**src/rtl/seq_div_unit.sv**
```systemverilog
// seq_div_unit: multi-cycle signed DIV/MOD unit with a valid/ready handshake.
// Restoring division on operand magnitudes, one quotient bit per clock,
// followed by a single sign fix-up cycle. Results truncate toward zero and
// the remainder carries the dividend's sign.
//
// state   | meaning
// --------+------------------------------------------------------------
// IDLE    | ready for a request; operands and flags latched on accept
// ITERATE | one restoring-division step per clock, DataWidth steps
// FIXUP   | apply signs / divide-by-zero rules, load the result
// HOLD    | result presented until the consumer takes it
//
// OutValid is registered off HOLD, so it rises on the second HOLD edge.
// That gives a fixed DataWidth+2 edge latency from the accepting edge.
module seq_div_unit #(
  parameter int                  DataWidth = 16,
  parameter int                  OpWidth   = 4,
  parameter logic [OpWidth-1:0]  OpMod     = OpWidth'(7)
) (
  input  logic                  Clock,
  input  logic                  nReset,
  input  logic [OpWidth-1:0]    Operation,
  input  logic [DataWidth-1:0]  InDest,
  input  logic [DataWidth-1:0]  InSrc,
  input  logic                  InValid,
  output logic                  InReady,
  output logic [DataWidth-1:0]  OutDest,
  output logic                  DivZero,
  output logic                  OutValid,
  input  logic                  OutReady
);

  localparam int W1   = DataWidth + 1;
  localparam int CntW = (DataWidth > 1) ? $clog2(DataWidth) : 1;

  typedef enum logic [1:0] {
    IDLE    = 2'd0,
    ITERATE = 2'd1,
    FIXUP   = 2'd2,
    HOLD    = 2'd3
  } state_t;

  state_t                 state_q, state_d;
  logic [CntW-1:0]        cnt_q, cnt_d;
  // Holds the dividend magnitude; quotient bits shift in from the bottom
  // as dividend bits shift out of the top.
  logic [DataWidth-1:0]   quo_q, quo_d;
  logic [W1-1:0]          rem_q, rem_d;
  logic [W1-1:0]          dvs_q, dvs_d;
  logic                   is_mod_q, is_mod_d;
  logic                   neg_a_q, neg_a_d;
  logic                   neg_b_q, neg_b_d;
  logic                   dz_q, dz_d;
  logic [DataWidth-1:0]   out_dest_q, out_dest_d;
  logic                   div_zero_q, div_zero_d;
  logic                   out_valid_q, out_valid_d;

  logic [DataWidth-1:0]   dest_mag;
  logic [W1-1:0]          src_ext;
  logic [W1-1:0]          src_mag;
  logic [W1:0]            shifted;
  logic [W1:0]            diff;
  logic [DataWidth-1:0]   r_mag;
  logic [DataWidth-1:0]   q_fix;
  logic [DataWidth-1:0]   r_fix;

  // Operand magnitudes, trial subtraction and sign fix-up values
  always_comb begin
    // Unsigned DataWidth bits already hold 2^(DataWidth-1) for the dividend.
    dest_mag = InDest[DataWidth-1] ? -InDest : InDest;
    src_ext  = {InSrc[DataWidth-1], InSrc};
    src_mag  = InSrc[DataWidth-1] ? -src_ext : src_ext;
    shifted  = {rem_q, quo_q[DataWidth-1]};
    diff     = shifted - {1'b0, dvs_q};
    r_mag    = rem_q[DataWidth-1:0];
    if (dz_q) begin
      q_fix = '1;
    end else if (neg_a_q ^ neg_b_q) begin
      q_fix = -quo_q;
    end else begin
      q_fix = quo_q;
    end
    // With a zero divisor every step succeeds, so the remainder magnitude
    // equals |dividend| and this path restores the original dividend.
    r_fix = neg_a_q ? -r_mag : r_mag;
  end

  // Next-state and datapath update
  always_comb begin
    state_d     = state_q;
    cnt_d       = cnt_q;
    quo_d       = quo_q;
    rem_d       = rem_q;
    dvs_d       = dvs_q;
    is_mod_d    = is_mod_q;
    neg_a_d     = neg_a_q;
    neg_b_d     = neg_b_q;
    dz_d        = dz_q;
    out_dest_d  = out_dest_q;
    div_zero_d  = div_zero_q;
    out_valid_d = out_valid_q;
    case (state_q)
      IDLE: begin
        if (InValid) begin
          is_mod_d = (Operation == OpMod);
          neg_a_d  = InDest[DataWidth-1];
          neg_b_d  = InSrc[DataWidth-1];
          quo_d    = dest_mag;
          dvs_d    = src_mag;
          rem_d    = '0;
          dz_d     = (InSrc == '0);
          cnt_d    = CntW'(DataWidth - 1);
          state_d  = ITERATE;
        end
      end
      ITERATE: begin
        if (!diff[W1]) begin
          rem_d = diff[W1-1:0];
        end else begin
          rem_d = shifted[W1-1:0];
        end
        quo_d = {quo_q[DataWidth-2:0], ~diff[W1]};
        if (cnt_q == '0) begin
          state_d = FIXUP;
        end else begin
          cnt_d = cnt_q - CntW'(1);
        end
      end
      FIXUP: begin
        out_dest_d = is_mod_q ? r_fix : q_fix;
        div_zero_d = dz_q;
        state_d    = HOLD;
      end
      HOLD: begin
        if (out_valid_q && OutReady) begin
          out_valid_d = 1'b0;
          state_d     = IDLE;
        end else begin
          out_valid_d = 1'b1;
        end
      end
      default: state_d = IDLE;
    endcase
  end

  // State and datapath registers with synchronous active-low reset
  always_ff @(posedge Clock) begin
    if (!nReset) begin
      state_q     <= IDLE;
      cnt_q       <= '0;
      quo_q       <= '0;
      rem_q       <= '0;
      dvs_q       <= '0;
      is_mod_q    <= 1'b0;
      neg_a_q     <= 1'b0;
      neg_b_q     <= 1'b0;
      dz_q        <= 1'b0;
      out_dest_q  <= '0;
      div_zero_q  <= 1'b0;
      out_valid_q <= 1'b0;
    end else begin
      state_q     <= state_d;
      cnt_q       <= cnt_d;
      quo_q       <= quo_d;
      rem_q       <= rem_d;
      dvs_q       <= dvs_d;
      is_mod_q    <= is_mod_d;
      neg_a_q     <= neg_a_d;
      neg_b_q     <= neg_b_d;
      dz_q        <= dz_d;
      out_dest_q  <= out_dest_d;
      div_zero_q  <= div_zero_d;
      out_valid_q <= out_valid_d;
    end
  end

  assign InReady  = (state_q == IDLE);
  assign OutDest  = out_dest_q;
  assign DivZero  = div_zero_q;
  assign OutValid = out_valid_q;

endmodule
```
**config.mk**
```make
export PLATFORM = sky130hd
export DESIGN_NAME = seq_div_unit
export DESIGN_NICKNAME = d
export VERILOG_FILES = /design/src/rtl/seq_div_unit.sv
export SDC_FILE = /design/constraint.sdc
export NUM_CORES = 1
export LEC_CHECK = 0
export CORE_MARGIN = 2
export CORE_UTILIZATION = 51
export DETAILED_ROUTE_END_ITERATION = 10
export HOLD_SLACK_MARGIN = 0.15
export PLACE_DENSITY = 0.79
export SYNTH_ARGS = -nofsm -noshare
export SYNTH_HDL_FRONTEND = slang
export SYNTH_SLANG_ARGS = --single-unit
```
**constraint.sdc**
```tcl
create_clock -name Clock -period 6.25 [get_ports Clock]
set_clock_uncertainty 0.05 [all_clocks]
set_input_delay 1.875 -clock Clock [delete_from_list [all_inputs] [get_ports Clock]]
set_output_delay 1.875 -clock Clock [all_outputs]
set_load 0.01 [all_outputs]
```
==> After elaboration in Yosys (flattened, before gate mapping) <==
Cells that the tools add are included.
{ "op_classes": {"n_bitwise": 2, "addsub": 6, "reduce_logical": 9, "mux": 19, "n_eq_ne": 8} }
{ "ops": {"columns": ["op", "count"], "rows": [
  ["two-way mux 16 bit", 6],
  ["two-way mux 17 bit", 3],
  ["negator 16 bit", 3],
  ["one-hot mux 17 bit (2 select lines)", 1],
  ["one-hot mux 16 bit (2 select lines)", 1],
  ["subtractor 18 x 17 -> 18 bit", 1],
  ["negator 17 bit", 1],
  ["zero test 16 bit", 1],
  ["two-way mux 4 bit", 2],
  ["inequality test 2 bit (second input constant)", 4],
  ["one-hot mux 2 bit (4 select lines)", 1],
  ["one-hot mux 4 bit (2 select lines)", 1],
  ["two-way mux 2 bit", 3],
  ["AND reduction 3 bit", 2],
  ["== test 2 bit (second input constant)", 2],
  ["== test 4 x 3 -> 1 bit (second input constant)", 1],
  ["zero test 4 bit", 1],
  ["AND reduction 2 bit", 2],
  ["subtractor 4 x 1 -> 4 bit (second input constant)", 1],
  ["== test 2 x 1 -> 1 bit (second input constant)", 1],
  ["zero test 2 bit", 1],
  ["nonzero test 2 bit", 1],
  ["logical AND 1 bit", 1],
  ["two-way mux 1 bit", 1],
  ["other kinds (2)", 2]
]} }
{ "totals": {"elab_cells": 56, "input_bits": 40, "out_inout_bits": 19, "regBits": 78} }

==> Depth between registers and ports, before layout <==
Gate-level depths: netlist (run 1).
{ "depth": {"ltp_word": 4, "mapped_depth": 12, "mapped_depth_nobuf": 11} }

==> Least setup slack after synthesis (run 1) <==
No wires, ideal clock.
{ "synth_path": {"kind": "input -> register", "from": "input InDest[4]", "to": "register quo_q[13]", "setup_time_ns": 0.118, "arrival_time_ns": 3.165, "n_path_buf": 0, "required_ns": 6.082, "path_stages": 6, "setup_slack_ns": 2.918, "cell_sequence": "nor4_1 -> nand3_1 -> o41ai_1 -> xor2_1 -> nand2_1 -> o2111a_1"} }
{ "synth_between": {"elab_chain_len": 4} }
{ "synth_lines": {"columns": ["element", "line_no", "text"], "rows": [
  ["start: declaration", "23", "input logic [DataWidth-1:0] InDest,"],
  ["negator 16 bit", "70", "dest_mag = InDest[DataWidth-1] ? -InDest : InDest;"],
  ["two-way mux 16 bit", "70", null],
  ["two-way mux 16 bit", "104", "if (InValid) begin"],
  ["one-hot mux 16 bit (2 select lines)", "102", "case (state_q)"],
  ["end signal: assignment", "164", "quo_q <= quo_d;"],
  ["end: declaration", "47", "logic [DataWidth-1:0] quo_q, quo_d;"]
]} }
Every way passes these cells. The select of a mux whose other input is x is not followed.
A chain may end at the register's enable or synchronous reset.

==> results.json, run 1 <==
{
  "tightestPinTransition_ps": 1150,
  "path_clk_slew_ps": 80,
  "die_height_um": 106,
  "via_per_inst": 5.84,
  "core_area_um2": 10200,
  "die_area_um2": 11200,
  "postRouteAntennaNets": 0,
  "tightest_hold_check_type": "flop to flop",
  "vias": 5028,
  "htree_levels": 3,
  "report.final.hold_viol_count": 0,
  "dr.first_iter.drc_count": 349,
  "max_slew_violation_count": 0,
  "p_leak_nw": 2.31,
  "achievable-frequency_ghz": 0.235,
  "critical_path_required_ps": 6500,
  "max_stage_delay_ps": 930,
  "yosys_most_used_dff": "sky130_fd_sc_hd__dfxtp_1",
  "layout-area-overhead-vs-synth_pct": 15.2,
  "timing.critical_path.arrival_ps": 4500,
  "min_period_ps": 4250,
  "number_of_remaining_drc_errors": 0,
  "pin_count": 59,
  "seq_area_frac_synth_pct": 29.6,
  "setup_tns_ps": 0,
  "initial_utilization_pct": 51.8,
  "post_cts_sizing": 0,
  "clock-root-buffer": "sky130_fd_sc_hd__clkbuf_8",
  "detailedPlacementHpwl_um": 10200,
  "globalRouteOverflowTotal": 0,
  "detail_route.first_pass.iterations": 7,
  "chipWidth_um": 106,
  "worstPathCellList": "clkdlybuf4s50_1 > clkinv_1 > buf_4 > nor2_1 > nand2_1 > o31ai_1 > a21o_1",
  "period_share_pct": 68.0,
  "slew_headroom_pct": 23.1,
  "synth-edff-count": 0,
  "proportion_of_netlist_area_held_by_the_largest_area_contributor_pct": 29.6,
  "syn_area_per_cell_um2": 7.79,
  "critical_path.startpoint_type": "input port",
  "detailedPlace.worstSlack_ps": 1710,
  "rsz0062_at_grt": "false",
  "max-clock-path-buffers": 2,
  "synthArstFlopShare_pct": 0,
  "postSynthNetCount": 744,
  "netlist_area_um2": 5280,
  "diodes": 0,
  "tritoncts": "built",
  "rows": 37,
  "cts_post_setup_buffers_inserted": 0,
  "grt_antenna_before_repair": 0,
  "fill_count": 918,
  "leading_area_contributor_after_synthesis": "sky130_fd_sc_hd__dfxtp_1",
  "critical-path-top-delay-family": "buffers and inverters",
  "placed_cells_incl_taps": 846,
  "io_buffer_count": 58,
  "gate_count_post_synth": 677,
  "final_net_count": 788,
  "layout_cells_sized_above_1_pct": 4.69,
  "clock_sinks": 78,
  "leading_post_synthesis_cells_by_cell_area": "sky130_fd_sc_hd__dfxtp_1 30%, sky130_fd_sc_hd__nand2_1 6.3%, sky130_fd_sc_hd__xor2_1 6.3%",
  "tritoncts.num_buffers": 9,
  "end_kind": "flop",
  "globalRouteTotalUtil_pct": 24.0,
  "maximum_number_of_pins_on_one_net_before_global_route_repair": 43,
  "drv_cap": 0,
  "worst_ir_drop_vdd_mv": 0.283,
  "worst-path-buf-inv": 3,
  "final_cells": 861,
  "design_area_um2": 6080,
  "cellPowerDensity_nw_per_um2": 410,
  "clkLatencyLatePin_ps": 350,
  "ctsHoldBuffers": 0,
  "hold_slack_ps": 405,
  "place_congestion": 0.869,
  "via_count_of_the_first_global_routing_pass": 4710,
  "grt_pass1_wl_um": 22000,
  "setup.worst_path.class": "input port to flop",
  "outcome": "complete, no violations",
  "synth-seq-cells": 78,
  "number_of_setup_violations_in_the_final_report": 0,
  "ys_types": 61,
  "routed_wl_um": 13200,
  "slowest_stage": "sky130_fd_sc_hd__nor2_1",
  "placed_cell_area_um2": 5920,
  "drt-wirelength-per-cell_um": 15.4,
  "critical_path_peak_fanout": 42,
  "synth_warnings": 0,
  "layout_setup_ws_ps": 2000
}
-- cell type report --
cell class | count | area (um2) | area share, %
multi-input cells | 526 | 3400 | 56.0
repair buffers | 65 | 633 | 10.4
clock buffers | 10 | 128 | 2.10
clock inverters | 5 | 27.5 | 0.453
flip-flops and latches | 78 | 1560 | 25.7
inverters | 41 | 154 | 2.53
well taps | 136 | 170 | 2.80
-- worst reg2reg max path, delay by kind of cell (launching register included) --
kind | cells | cell delay (ps)
mux | 1 | 370
simple gates | 4 | 1170
buf+inv | 1 | 360
flops | 1 | 380
fa+ha+maj | 1 | 430
compound gates | 2 | 290
-- cells by family (layout without fill, tap and decap cells) --
logic type | after synthesis | in the layout | share of synthesized area [%]
AND/OR/NAND/NOR | 202 | 202 | 17.3
buffers and inverters | 73 | 121 | 5.90
XOR/XNOR | 73 | 73 | 12.1
multiplexers | 22 | 22 | 4.20
flip-flops | 78 | 78 | 29.6
adder cells (fa/ha/maj) | 27 | 27 | 6.54
AO/OA/AOI/OAI | 202 | 202 | 24.3
-- path summary, 6_finish.rpt --
path	from	endpoint	slack [ps]	cells past startpoint
hold reg to reg	OutDest[8]	OutDest[8]	400	1
hold / removal	OutDest[8]	OutDest[8]	400	1
setup reg to reg	rem_q[10]	rem_q[0]	3140	9
setup / recovery	nReset	rem_q[15]	2000	7
-- power by group --
| part | switching, mW | leakage (nW) | internal [mW] | total (mW) |
|---|---|---|---|---|
| combinational | 0.815 | 1.59 | 0.622 | 1.44 |
| clock | 0.181 | 0.0817 | 0.139 | 0.320 |
| sequential | 0.129 | 0.637 | 0.609 | 0.738 |
-- synth_stat cells (2+ instances only) --
cell type,number
sky130_fd_sc_hd__nand2_1,89
sky130_fd_sc_hd__dfxtp_1,78
sky130_fd_sc_hd__nor2_1,57
sky130_fd_sc_hd__a21oi_1,56
sky130_fd_sc_hd__o21ai_0,43
sky130_fd_sc_hd__inv_1,40
sky130_fd_sc_hd__xor2_1,38
sky130_fd_sc_hd__xnor2_1,35
sky130_fd_sc_hd__ha_1,26
sky130_fd_sc_hd__mux2i_1,21
sky130_fd_sc_hd__clkbuf_1,20
sky130_fd_sc_hd__o21ai_1,14
sky130_fd_sc_hd__a211oi_1,13
sky130_fd_sc_hd__a221oi_1,13
sky130_fd_sc_hd__o31ai_1,13
sky130_fd_sc_hd__nor3_1,10
sky130_fd_sc_hd__a21o_1,9
sky130_fd_sc_hd__nand3_1,9
sky130_fd_sc_hd__o211ai_1,9
sky130_fd_sc_hd__a31oi_1,6
sky130_fd_sc_hd__nor4_1,6
sky130_fd_sc_hd__buf_2,5
sky130_fd_sc_hd__nand2b_1,5
sky130_fd_sc_hd__o41ai_1,4
sky130_fd_sc_hd__or3_1,4
sky130_fd_sc_hd__or4_1,4
sky130_fd_sc_hd__o21a_1,3
sky130_fd_sc_hd__o21bai_1,3
sky130_fd_sc_hd__a21boi_0,2
sky130_fd_sc_hd__a221oi_2,2
sky130_fd_sc_hd__a31o_1,2
sky130_fd_sc_hd__and3_1,2
sky130_fd_sc_hd__buf_1,2
sky130_fd_sc_hd__buf_6,2
sky130_fd_sc_hd__nand4_1,2
sky130_fd_sc_hd__nor2b_1,2
sky130_fd_sc_hd__o2111a_1,2
sky130_fd_sc_hd__o21ai_2,2
sky130_fd_sc_hd__or2_2,2
-- metal layers --
layer	up-vias	global-route usage (%)	wire (um)
met5	-	0	0
met4	0	6.95	180
met3	21	4.76	801
met2	167	39.5	6180
met1	2364	31.9	6060
li1	2476	-	-
-- cells in the final DEF (no fill, tap or decap), drive strengths merged, types with 13 or more instances in the layout --
cell type      instances
clkdlybuf4s50         58
o31ai                 13
nor2                  57
a21oi                 57
a211oi                13
a221oi                15
xor2                  38
mux2i                 21
ha                    26
inv                   40
o21ai                 59
dfxtp                 78
nand2                 90
xnor2                 35
-- per-stage QoR --
step | util, % | total power, mW
2_1_floorplan | - | 1.85
3_3_place_gp | 58.1 | 2.12
3_5_place_dp | 58.1 | 2.16
4_1_cts | 59.7 | 2.48
5_1_grt | 59.7 | 2.69
6_report | 59.7 | 2.49
-- state kept, by name, indices dropped and copies added, names as in the netlist --
name      flops
OutValid      1
cnt_q         4
rem_q        17
is_mod_q      1
DivZero       1
neg_b_q       1
dz_q          1
dvs_q        17
quo_q        16
state_q       2
OutDest      16
neg_a_q       1
No activity file was read; power rests on OpenSTA's default activity.
==> run 2, diff against run 1 <==
--- a/config.mk
+++ b/config.mk
@@ -9,7 +9,7 @@
 export CORE_UTILIZATION = 51
 export DETAILED_ROUTE_END_ITERATION = 10
 export HOLD_SLACK_MARGIN = 0.15
-export PLACE_DENSITY = 0.79
+export PLACE_DENSITY = 0.82
 export SYNTH_ARGS = -nofsm -noshare
 export SYNTH_HDL_FRONTEND = slang
 export SYNTH_SLANG_ARGS = --single-unit
==> constraint.sdc (replaced) <==
create_clock -name Clock -period 3.67 [get_ports Clock]
set_clock_uncertainty 0.05 [all_clocks]
set_input_delay 1.101 -clock Clock [delete_from_list [all_inputs] [get_ports Clock]]
set_output_delay 1.101 -clock Clock [all_outputs]
set_load 0.01 [all_outputs]
==> run 2 against run 1 <==
Sequential share of layout area fell by 0.45 points. Final cell count rose by 0.35%. First-iteration DRC count fell by 13%. Critical endpoint is now quo_q[13]. Non-clock buffer count rose by 2. Sequential power rose by 69%. Largest cell class unchanged. Core utilization rose by 1.1 points. Largest power group unchanged.
==> results.json, run 2 (synthesis gave the netlist of run 1 again) <==
{
  "p_int_mw": 2.59,
  "post_cts_sizing": 0,
  "top_regs": "dvs_q (17), rem_q (17)",
  "most_frequent_cells_in_the_layout": "89 x sky130_fd_sc_hd__nand2_1, 78 x sky130_fd_sc_hd__dfxtp_1, 58 x sky130_fd_sc_hd__clkdlybuf4s50_1, 57 x sky130_fd_sc_hd__nor2_1, 56 x sky130_fd_sc_hd__a21oi_1",
  "dr.first_iter.drc_count": 304,
  "worst-path-buf-inv": 1,
  "pin_count": 59,
  "detailedPlace.worstSlack_ps": 295,
  "power.share.switching_pct": 42.6,
  "slowest_stage": "sky130_fd_sc_hd__nor4_1",
  "diodes": 0,
  "clkLatencyLatePin_ps": 370,
  "power.share.clock_pct": 18.1,
  "timing.critical_path.arrival_ps": 3230,
  "clock-root-buffer": "sky130_fd_sc_hd__clkbuf_8",
  "io_buffer_count": 58,
  "r2r_start": "rem_q[7]",
  "routed_wl_um": 13200,
  "sequential_share_of_power_pct": 27.8,
  "outcome": "complete, no violations",
  "min_period_ps": 3030,
  "fill_count": 889,
  "die_area_um2": 11200,
  "report.final.hold_viol_count": 0,
  "min-delay-start": "OutDest[10]",
  "final_net_count": 790,
  "vias": 4937,
  "drv_cap": 0,
  "tightest_hold_check_type": "flop to flop",
  "tightestPinTransition_ps": 1140,
  "max_slew_violation_count": 0,
  "grt_pass1_wl_um": 22400,
  "drt-wirelength-per-cell_um": 15.2,
  "core_area_um2": 10200,
  "critical_path.startpoint_type": "input port",
  "place_congestion": 0.922,
  "worstPathCellList": "clkdlybuf4s50_1 > nor4_1 > nand3_1 > o41ai_1 > xor2_1 > nand2_1 > o2111a_1",
  "number_of_remaining_drc_errors": 0,
  "path_clk_slew_ps": 90,
  "setup.worst_path.class": "input port to flop",
  "worst_ir_drop_vdd_mv": 0.564,
  "end_kind": "flop",
  "detail_route.first_pass.iterations": 5,
  "power.share.combinational_pct": 54.1,
  "globalRouteTotalUtil_pct": 24.5,
  "critical_path_peak_fanout": 4,
  "number_of_setup_violations_in_the_final_report": 0,
  "via_per_inst": 5.71,
  "globalRouteOverflowTotal": 0,
  "grt_antenna_before_repair": 0,
  "layout_cells_sized_above_1_pct": 4.95,
  "most_common_cell_after_layout_fill_and_taps_aside": "sky130_fd_sc_hd__nand2_1",
  "critical_path_required_ps": 3880,
  "slew_headroom_pct": 23.6,
  "chipWidth_um": 106,
  "achievable-frequency_ghz": 0.330,
  "initial_utilization_pct": 51.8,
  "htree_levels": 3,
  "die_height_um": 106,
  "max-clock-path-buffers": 2,
  "final_cells": 864,
  "worst_setup_path_startpoint": "InDest[4]",
  "critical-path-top-delay-family": "simple AND/OR/NAND/NOR gates",
  "cellPowerDensity_nw_per_um2": 730,
  "p_leak_nw": 2.36,
  "cts_post_setup_buffers_inserted": 0,
  "layout_setup_ws_ps": 642,
  "detailedPlacementHpwl_um": 9900,
  "placed_cells_incl_taps": 848,
  "maximum_number_of_pins_on_one_net_before_global_route_repair": 42,
  "utilization_pct": 60.7,
  "tritoncts.num_buffers": 9,
  "via_count_of_the_first_global_routing_pass": 4705,
  "setup_tns_ps": 0,
  "report.power.total_mw": 4.51,
  "tritoncts": "built",
  "rsz0062_at_grt": "false",
  "period_share_pct": 82.5,
  "postRouteAntennaNets": 0,
  "switching_power_mw": 1.92,
  "rows": 37,
  "ctsHoldBuffers": 0,
  "max_stage_delay_ps": 660,
  "layout-area-overhead-vs-synth_pct": 17.2,
  "clock_sinks": 78
}
==> run 2: path summary, 6_finish.rpt <==
check	end	slack, ps	cells past startpoint
worst max-delay path	quo_q[13]	640	7
worst max register to register	rem_q[0]	960	9
worst min-delay path	OutDest[10]	410	1
worst min register to register	OutDest[10]	410	1
==> run 2: power by group through the flow <==
| stage | clock network (mW) | registers [mW] | logic, mW |
|---|---|---|---|
| 2_1_floorplan | 0 | 1.20 | 1.95 |
| 3_3_place_gp | 0 | 1.26 | 2.33 |
| 3_5_place_dp | 0 | 1.27 | 2.41 |
| 4_1_cts | 0.822 | 1.25 | 2.43 |
| 5_1_grt | 0.855 | 1.28 | 2.71 |
| 6_report | 0.817 | 1.25 | 2.44 |
==> run 2: cell type report <==
cell class	instances	area, um2	area share [%]
Clock buffer	13	159	2.57
Clock inverter	3	90.1	1.46
Inverter	41	154	2.49
Multi-Input combinational cell	526	3400	55.0
Sequential cell	78	1560	25.2
Tap cell	136	170	2.75
Timing Repair Buffer	67	648	10.5
==> run 2: worst register-to-register path: cells and delay by family (launching register included) <==
kind            cells  cell delay, ps
mux                 1             380
buf+inv             1             320
fa+ha+maj           1             340
simple gates        2             290
flops               1             480
compound gates      4             790
==> run 2: through the flow <==
stage                     cell area [um2]  hold WS [ps]
after global placement               5940           387
after floorplan                      5280           378
after CTS                            6190           416
final                                6190           410
after global routing                 6190           432
after detailed placement             5940           396
==> run 2: layer usage <==
layer / vias up / wire, um / global-route usage [%]
li1: 2487 / - / -
met1: 2302 / 6190 / 33.2
met2: 133 / 6190 / 40.4
met3: 15 / 592 / 2.97
met4: 0 / 192 / 8.55
met5: - / 0 / 0
